## config.mk

```make
export PLATFORM = sky130hd
export DESIGN_NAME = conv_kxk_engine
export DESIGN_NICKNAME = d
export VERILOG_FILES = /design/src/rtl/conv_kxk_engine.sv
export SDC_FILE = /design/constraint.sdc
export NUM_CORES = 1
export LEC_CHECK = 0
export CAP_MARGIN = 20
export CORE_ASPECT_RATIO = 0.7
export CORE_MARGIN = 10
export CORE_UTILIZATION = 46
export CTS_BUF_LIST = sky130_fd_sc_hd__clkbuf_2 sky130_fd_sc_hd__clkbuf_4 sky130_fd_sc_hd__clkbuf_8
export DETAILED_ROUTE_END_ITERATION = 10
export PLACE_DENSITY = 0.68
export SLEW_MARGIN = 20
export SYNTH_ARGS = -nofsm -noshare
export SYNTH_HDL_FRONTEND = slang
export SYNTH_SLANG_ARGS = --single-unit
```

## constraint.sdc

```tcl
create_clock -name clk -period 9.05 [get_ports clk]
set_input_delay 0.905 -clock clk [delete_from_list [all_inputs] [get_ports clk]]
set_output_delay 0.905 -clock clk [all_outputs]
set_load 0.01 [all_outputs]
```

## src/rtl/conv_kxk_engine.sv

```systemverilog
// KER_K x KER_K valid-window convolution engine with internal operand/result memories
// and a valid/ready result stream. Optional macro CONV_RELU_EN clamps negative results to 0.
module conv_kxk_engine #(
   parameter int DATA_W  = 8,
   parameter int IMG_N   = 4,
   parameter int KER_K   = 3,
   parameter int SHIFT   = 0,
   localparam int OUT_N   = IMG_N - KER_K + 1,
   localparam int OUT_CNT = OUT_N * OUT_N,
   localparam int AW      = (IMG_N * IMG_N > 1) ? $clog2(IMG_N * IMG_N) : 1,
   localparam int OW      = (OUT_CNT > 1) ? $clog2(OUT_CNT) : 1
) (
   input  logic              clk,
   input  logic              rst,
   input  logic              load_en,
   input  logic              load_sel,
   input  logic [AW-1:0]     load_addr,
   input  logic [DATA_W-1:0] load_data,
   input  logic              start,
   output logic              busy,
   output logic              done,
   output logic              out_valid,
   input  logic              out_ready,
   output logic [DATA_W-1:0] out_data,
   output logic [OW-1:0]     out_idx
);

   localparam int KK      = KER_K * KER_K;
   localparam int IMG_CNT = IMG_N * IMG_N;
   localparam int KW      = (KK > 1) ? $clog2(KK) : 1;
   localparam int CW      = $clog2(IMG_N + 1);
   localparam int ACC_W   = 2 * DATA_W + $clog2(KK) + 1;
   localparam int PW      = 2 * DATA_W;

   localparam logic signed [ACC_W-1:0] SAT_MAX = {{(ACC_W-DATA_W+1){1'b0}}, {(DATA_W-1){1'b1}}};
   localparam logic signed [ACC_W-1:0] SAT_MIN = {{(ACC_W-DATA_W+1){1'b1}}, {(DATA_W-1){1'b0}}};

   typedef enum logic [1:0] {S_IDLE, S_CALC, S_DRAIN} state_t;

   state_t state;

   logic signed [DATA_W-1:0] img_mem [0:IMG_CNT-1];
   logic signed [DATA_W-1:0] ker_mem [0:KK-1];
   logic [DATA_W-1:0]        res_mem [0:OUT_CNT-1];

   logic [CW-1:0]           r, c, i, j;
   logic                    wr;
   logic signed [ACC_W-1:0] acc;

   logic [AW-1:0]           img_idx;
   logic [KW-1:0]           ker_idx;
   logic [OW-1:0]           res_idx;
   logic [OW-1:0]           idx_nxt;
   logic signed [PW-1:0]    prod;
   logic signed [ACC_W-1:0] prod_ext;
   logic signed [ACC_W-1:0] shifted;
   logic [DATA_W-1:0]       sat_val;

   always_comb begin
      img_idx  = AW'((32'(r) + 32'(i)) * 32'(IMG_N) + 32'(c) + 32'(j));
      ker_idx  = KW'(32'(i) * 32'(KER_K) + 32'(j));
      res_idx  = OW'(32'(r) * 32'(OUT_N) + 32'(c));
      idx_nxt  = out_idx + OW'(1);
      prod     = PW'(img_mem[img_idx]) * PW'(ker_mem[ker_idx]);
      prod_ext = ACC_W'(prod);
      shifted  = acc >>> SHIFT;
      if (shifted > SAT_MAX)
         sat_val = {1'b0, {(DATA_W-1){1'b1}}};
      else if (shifted < SAT_MIN)
         sat_val = {1'b1, {(DATA_W-1){1'b0}}};
      else
         sat_val = shifted[DATA_W-1:0];
`ifdef CONV_RELU_EN
      if (sat_val[DATA_W-1])
         sat_val = '0;
`else
`endif
   end

   always_ff @(posedge clk) begin
      if (rst) begin
         state     <= S_IDLE;
         busy      <= 1'b0;
         done      <= 1'b0;
         out_valid <= 1'b0;
         out_data  <= '0;
         out_idx   <= '0;
         r         <= '0;
         c         <= '0;
         i         <= '0;
         j         <= '0;
         wr        <= 1'b0;
         acc       <= '0;
         for (int unsigned n = 0; n < IMG_CNT; n++) img_mem[AW'(n)] <= '0;
         for (int unsigned n = 0; n < KK; n++)      ker_mem[KW'(n)] <= '0;
         for (int unsigned n = 0; n < OUT_CNT; n++) res_mem[OW'(n)] <= '0;
      end else begin
         done <= 1'b0;
         case (state)
            S_IDLE: begin
               if (load_en) begin
                  if (!load_sel) begin
                     if (32'(load_addr) < 32'(IMG_CNT))
                        img_mem[load_addr] <= load_data;
                  end else if (32'(load_addr) < 32'(KK)) begin
                     ker_mem[load_addr[KW-1:0]] <= load_data;
                  end
               end
               if (start) begin
                  state <= S_CALC;
                  busy  <= 1'b1;
                  r     <= '0;
                  c     <= '0;
                  i     <= '0;
                  j     <= '0;
                  wr    <= 1'b0;
                  acc   <= '0;
               end
            end

            S_CALC: begin
               if (!wr) begin
                  acc <= acc + prod_ext;
                  if (j == CW'(KER_K - 1)) begin
                     j <= '0;
                     if (i == CW'(KER_K - 1)) begin
                        i  <= '0;
                        wr <= 1'b1;
                     end else begin
                        i <= i + CW'(1);
                     end
                  end else begin
                     j <= j + CW'(1);
                  end
               end else begin
                  res_mem[res_idx] <= sat_val;
                  acc <= '0;
                  wr  <= 1'b0;
                  if (c == CW'(OUT_N - 1)) begin
                     c <= '0;
                     if (r == CW'(OUT_N - 1)) begin
                        r         <= '0;
                        state     <= S_DRAIN;
                        out_valid <= 1'b1;
                        out_idx   <= '0;
                        // a single-output pass presents the value being written this edge
                        out_data  <= (OUT_CNT == 1) ? sat_val : res_mem[OW'(0)];
                     end else begin
                        r <= r + CW'(1);
                     end
                  end else begin
                     c <= c + CW'(1);
                  end
               end
            end

            S_DRAIN: begin
               if (out_ready) begin
                  if (out_idx == OW'(OUT_CNT - 1)) begin
                     out_valid <= 1'b0;
                     busy      <= 1'b0;
                     done      <= 1'b1;
                     state     <= S_IDLE;
                  end else begin
                     out_idx  <= idx_nxt;
                     out_data <= res_mem[idx_nxt];
                  end
               end
            end

            default: state <= S_IDLE;
         endcase
      end
   end

endmodule

```

==> impl_results.md <==
* Antenna cell count at 0
* WP data required at 9.58 ns
* Seq cells post-synth at 337
* Crit path max fanout at 13
* WL final at 41320 um
* First-pass GRT wire length at 66340 um
* Endpoint type of the worst setup path: flop
* Design area at approximately 21000 um^2
* Hold_buf cts at 0
* Root Driver: clkbuf_8
* Slew @ Worst Pin at 1.037 ns
* Setup Crit Path Kind: flop to flop
* Synth unique cells at between 60 and 70
* Placed cell count at 2035
* Post-place setup slack at approximately 0.66 ns
* CTS tree: built
* Setup repair bufs after CTS at 0
* Post-Layout Cell Count at 2127
* Detail Route Antenna Nets at 0
* PwrDens at 246.4 nW/um^2
* Vias in the first global route at 11718
* Die footprint at 49600 um^2
* Max-slew violations at 0
* WHS at 0.5051 ns
* Status: completed
* Nets at 1725
* Worst Skew at approximately 0.035 ns
* Sink Count at 337
* Final hold viol count at 0
* Core Area at 40070 um^2
* Total CTS buffers at between 50 and 60
* CTS max path bufs at 3
* Seq/Total Area, Yosys at 51.09%
* Starting Density at 47.04%
* RSZ-0062 raised after global routing: false
* Max-Cap Viols at 0
* Peak supply drop at about 150 uV
* Largest net degree at the start of global routing at 76
* Vias at 11364
* RePlAce Congestion at 0.8717
* Die width at 261.9 um
* FMAX at ~120 MHz
* IO Count at 31
* Worst slew margin at 30.75%
* Layout Utilization at 52.24%
* Synth-to-Final Area Change at 11.05%
* Drt pass-1 iters at 5
* Layout cells sized above 1 at 14.26%
* Total number of yosys warnings at 0
* Post-synth EDFFs at 288
* Fraction of registers with async set/reset at 0%
* Design Power at 5.157 mW
* Worst-Skew Late Latency at 0.62 ns
* Main flop type after synthesis: edfxtp_1
* Post-route DRC at 0
* Final Cycle Share at 93.03%
* Setup_tns at 0 ns
* Dpl cell area at 19910 um^2
* CTS H-tree lvls at 2
* Setup ws final at between 0.6 and 0.7 ns
* Post-DP HPWL at between 20000 and 30000 um
* Setup crit start kind: flop
* Routed len/inst at a little under 20 um
* Final setup fails at 0
* DR iter-0 viols at 1194
* Die height at ~190 um
* Grt total ovfl at 0
* HP Class: flop to flop
* Arrival @ worst endpoint at 8.95 ns
* Resize count post-CTS at 0
* Overall global routing resource usage at 17.07%
* Rows at 61
* Initial antenna violation count at 0
* Leakage at slightly above 8 nW
* Via/cell ratio at approximately 5.3
* Mapped Avg Cell Area at 12.95 um^2
* Port bufs at 30
* Cell count after synthesis at 1455
* Synth Cell Area at 18850 um^2
* Minimum clock period at 8.419 ns
* Clock transition at path regs at 0.07 ns
sequential cells by signal (all words and copies together) (netlist names):
signal,flops
ker_mem,128
out_idx,2
i,3
state,2
res_mem,32
done,1
busy,1
out_data,8
j,3
img_mem,128
c,3
out_valid,1
wr,1
acc,21
r,3
report_power, final:
part	switching [mW]	total (mW)	internal (mW)
Clock	0.613	1.30	0.685
Combinational	1.19	2.05	0.859
Sequential	0.0469	1.81	1.77
cell families (layout without fill, tap and decap cells):
logic type / count (synthesis) / in the layout / share of synthesized area (%)
AOI/OAI and AO/OA: 145 / 145 / 5.058
adders and majority gates: 154 / 154 / 14.13
muxes: 90 / 90 / 9.565
other: 1 / 56 / 0.01989
buffers and inverters: 193 / 275 / 4.069
DFF: 337 / 337 / 51.09
xor gates and xnor gates: 27 / 27 / 1.394
and+or+nand+nor: 508 / 508 / 14.68
critical path: stages, from the launching register on:
cell and delay, ns:
dfxtp_1 0.44, inv_1 0.12, fa_1 0.48, inv_1 0.07, ha_1 0.13, inv_1 0.05
fa_1 0.93, buf_4 0.36, mux4_2 0.52, a211oi_1 0.34, a21oi_1 0.18, and2_2 0.28
fa_1 0.55, inv_1 0.06, fa_1 0.58, inv_1 0.16, fa_1 0.51, inv_1 0.05
fa_1 0.48, inv_1 0.04, ha_1 0.27, ha_1 0.35, and4_1 0.22, nand3_1 0.09
a211oi_1 0.36, nor3_1 0.09, or4b_1 0.51, o211ai_1 0.10
placed cells by master (no fill, tap or decap), types with 19 or more instances in the layout:
master,instances
or2_2,26
dfxtp_1,49
nor2_1,106
xnor2_1,20
a22oi_1,19
buf_4,21
ha_1,54
clkdlybuf4s50_1,24
mux4_2,72
fa_1,98
o21ai_0,31
nand2_1,60
clkbuf_8,52
clkbuf_4,21
a21oi_1,40
conb_1,56
edfxtp_1,288
and2_1,229
inv_1,131
per-layer routing:
| metal | up-vias | GRT usage (%) | share of wire (%) |
|---|---|---|---|
| met2 | 311 | 24.41 | 43 |
| met4 | 0 | 3.925 | 1.8 |
| li1 | 5258 | - | - |
| met1 | 5737 | 26.29 | 49 |
| met5 | - | 0 | 0 |
| met3 | 58 | 3.135 | 6.6 |
area by class of cell:
type	instances	area [um^2]
tap	535	669.4
fill	3384	19140
clock inverter	19	163.9
inverter	132	495.5
multi-input combinational	980	8672
sequential	337	9629
clock buffer	73	873.3
timing repair buffer	51	427.9
final timing paths:
path,startpoint,endpoint,slack [ns],depth (start not counted)
worst max-delay path,i[0],acc[20],0.63,27
worst max register to register,i[0],acc[20],0.63,27
worst min-delay path,out_valid,out_valid,0.51,2
worst min register to register,out_valid,out_valid,0.51,2
Yosys cell counts, types with 3 or more instances:
cell	n	share of area, %
a211oi_1	16	0.64
a21o_1	7	0.28
a21oi_1	40	1.1
a22oi_1	19	0.76
a31oi_1	5	0.17
a32oi_1	3	0.14
and2_1	229	7.6
and2_2	3	0.12
buf_2	9	0.24
buf_4	6	0.24
clkbuf_1	42	0.84
dfxtp_1	49	5.2
edfxtp_1	288	46
fa_1	98	10
ha_1	56	3.7
inv_1	131	2.6
mux2i_1	17	0.90
mux4_2	72	8.6
nand2_1	60	1.2
nand2b_1	10	0.33
nand3_1	11	0.29
nand3b_1	3	0.12
nand4_1	5	0.17
nor2_1	106	2.1
nor2b_1	12	0.40
nor3_1	15	0.40
nor4_1	5	0.17
o21a_1	3	0.12
o21ai_0	31	0.82
o21bai_1	4	0.16
or2_2	26	0.86
or3_1	6	0.20
or4_1	3	0.12
xnor2_1	20	0.93
xor2_1	5	0.23
Note: power is estimated with default switching activity, not from simulation.
==> variant (config.mk and constraints unchanged) <==
`DATA_W`: 8 -> 10.
--- a/src/rtl/conv_kxk_engine.sv
+++ b/src/rtl/conv_kxk_engine.sv
@@ -1,7 +1,7 @@
 // KER_K x KER_K valid-window convolution engine with internal operand/result memories
 // and a valid/ready result stream. Optional macro CONV_RELU_EN clamps negative results to 0.
 module conv_kxk_engine #(
-   parameter int DATA_W  = 8,
+   parameter int DATA_W  = 10,
    parameter int IMG_N   = 4,
    parameter int KER_K   = 3,
    parameter int SHIFT   = 0,
Ports: changed (resized load_data and out_data); port bits go from 31 to 35. No check against the original RTL was run, so the function may have changed too.
==> variant against the unedited design <==
Wire length grew 34%. Setup slack gained 55 ps. Design area grew 25%. Die area grew 23%. Non-clock buffer count grew 12. Total power grew 34%. Sequential cell count grew 78. Area after synthesis grew 25%. Critical endpoint is now acc[23].
==> variant: results (changes against the unedited design) <==
stage	metric	value	unit	change
drt	drt pass-1 iters	5		unchanged
synthesis	top cells by count, synth	360 x edfxtp_1, 289 x and2_1, 213 x inv_1		
cells_and_area	# diodes	0		unchanged
synthesis	main area contributors after synthesis	edfxtp_1 46%, fa_1 11%, mux4_2 8.9%, and2_1 7.7%, dfxtp_1 4.7%		
drt	1st-iter DRT viols	1319		+10%
synthesis	Post-synth EDFFs	360		+25%
cells_and_area	Post-layout nets	2156		+25%
sta	Hold Slack	498	ps	-7.25 ps
sta	Worst Skew	31.6	ps	-3.01 ps
min_path	min-delay worst type	reg -> reg		
sta	Rel. slew slack	31.1	%	+0.35 points
synthesis	Most used DFF post-synth	edfxtp_1		
drt	routed len/inst	20.9	µm	+7.7%
synthesis	Netlist cell types	56		-16%
min_path	WHS Path Cells	2		unchanged
sta	Setup WS post-layout	686	ps	+54.9 ps
synthesis	Synth Area in Adders	15.2	%	+1.0 points
status	status	completed		
drt	via-per-instance ratio	5.38		+0.69%
setup_path	critical path peak fanout	10		-3
cells_and_area	fraction of layout cells with a size suffix above 1	13.9	%	-0.37 points
grt	first-pass GRT wire length	87.3	mm	+32%
setup_path	slowest CP cell	fa_1		
clock_network	H-tree levels	3		+1
clock_network	Clk pin slew, worst setup/hold paths	60	ps	
place	Port Buffer Count	34		+13%
synthesis	post-synthesis xor/xnor area fraction	1.39	%	-0.0050 points
synthesis	mux cell area share after synthesis	10.3	%	+0.73 points
place	dpl cell area	24900	µm²	+25%
clock_network	CTS Buffer Depth	3		unchanged
pwr	Pleak	10.5	nW	+27%
drt	via count	14240		+25%
setup_path	critical path's largest stage delay	670	ps	-260 ps
grt	All-Layer GR Usage	18.4	%	+1.3 points
synthesis	Seq/Total Area, Yosys	50.5	%	-0.62 points
synthesis	YS warnings	0		unchanged
clock_network	clk root buf	clkbuf_8		
synthesis	Synth Area in Compound Gates	4.12	%	-0.93 points
grt	largest net degree at the start of global routing	54		-29%
synthesis	Synth Instances	1831		+26%
setup_path	CP arrival	8880	ps	-70 ps
synthesis	Post-synth ARST share	0	%	unchanged
clock_network	CTS Buf Count	67		+31%
place	post-placement cell count	2535		+25%
clock_network	Clock Latency Late Sink	630	ps	
setup_path	R2R depth	25		-7.4%
grt	vias in the first global route	14984		+28%
pwr	Peak VDD IR	212	µV	+41%
grt	initial antenna violation count	0		unchanged
setup_path	family with the most delay on the worst path	adder cells		
place	Post-Place Worst Slack	246	ps	-413 ps
place	post-DP HPWL	39.1	mm	+33%
place	gpl congestion	0.878		+0.76%
cells_and_area	largest registers	img_mem x160, ker_mem x160, res_mem x40		
variant: kinds of logic (layout without fill, tap and decap cells):
| kind of cell | count (synthesis) | after routing |
|---|---|---|
| AOI/OAI and AO/OA | 153 | 153 |
| xor gates and xnor gates | 35 | 35 |
| adders and majority gates | 206 | 206 |
| buffers and inverters | 315 | 388 |
| DFF | 415 | 415 |
| muxes | 117 | 117 |
| other | 1 | 70 |
| and+or+nand+nor | 589 | 589 |
variant: path summary, 6_finish.rpt:
check	from	end
worst max-delay path	r[0]	acc[23]
worst max register to register	r[0]	acc[23]
worst min-delay path	c[2]	c[2]
worst min register to register	c[2]	c[2]
variant: final cells by class:
| cell class | instances | area [µm²] |
|---|---|---|
| clock buffers | 92 | 1120 |
| well taps | 674 | 843 |
| inverters | 213 | 800 |
| fillers | 4349 | 24600 |
| flip-flops and latches | 415 | 11900 |
| clock inverters | 20 | 146 |
| repair buffers | 63 | 543 |
| multi-input cells | 1170 | 10800 |
variant: worst min-delay path, delay by kind of cell (launching register included):
kind | cells | cell delay (ps)
flip-flops | 1 | 320
AO/OA/AOI/OAI | 2 | 130
variant: report_power, final:
part,switching (mW),internal [mW],leakage [nW],total [mW]
Clock,0.752,0.836,0.670,1.59
Sequential,0.0645,2.18,4.15,2.24
Combinational,1.83,1.25,5.67,3.07
variant: layer usage:
layer  global-route usage [%]  share of wire [%]
met3                     4.84                9.1
met4                     3.96                1.5
met1                     26.2                 45
met5                        0                  0
met2                     28.0                 44
variant: repair_timing:
item / 4_1_cts / 5_1_grt
setup endpoints to repair: 0 / 4
hold buffers: 0 / 0
setup buffers: 0 / 0
hold endpoints to repair: 0 / 0
resized for setup: 0 / 3
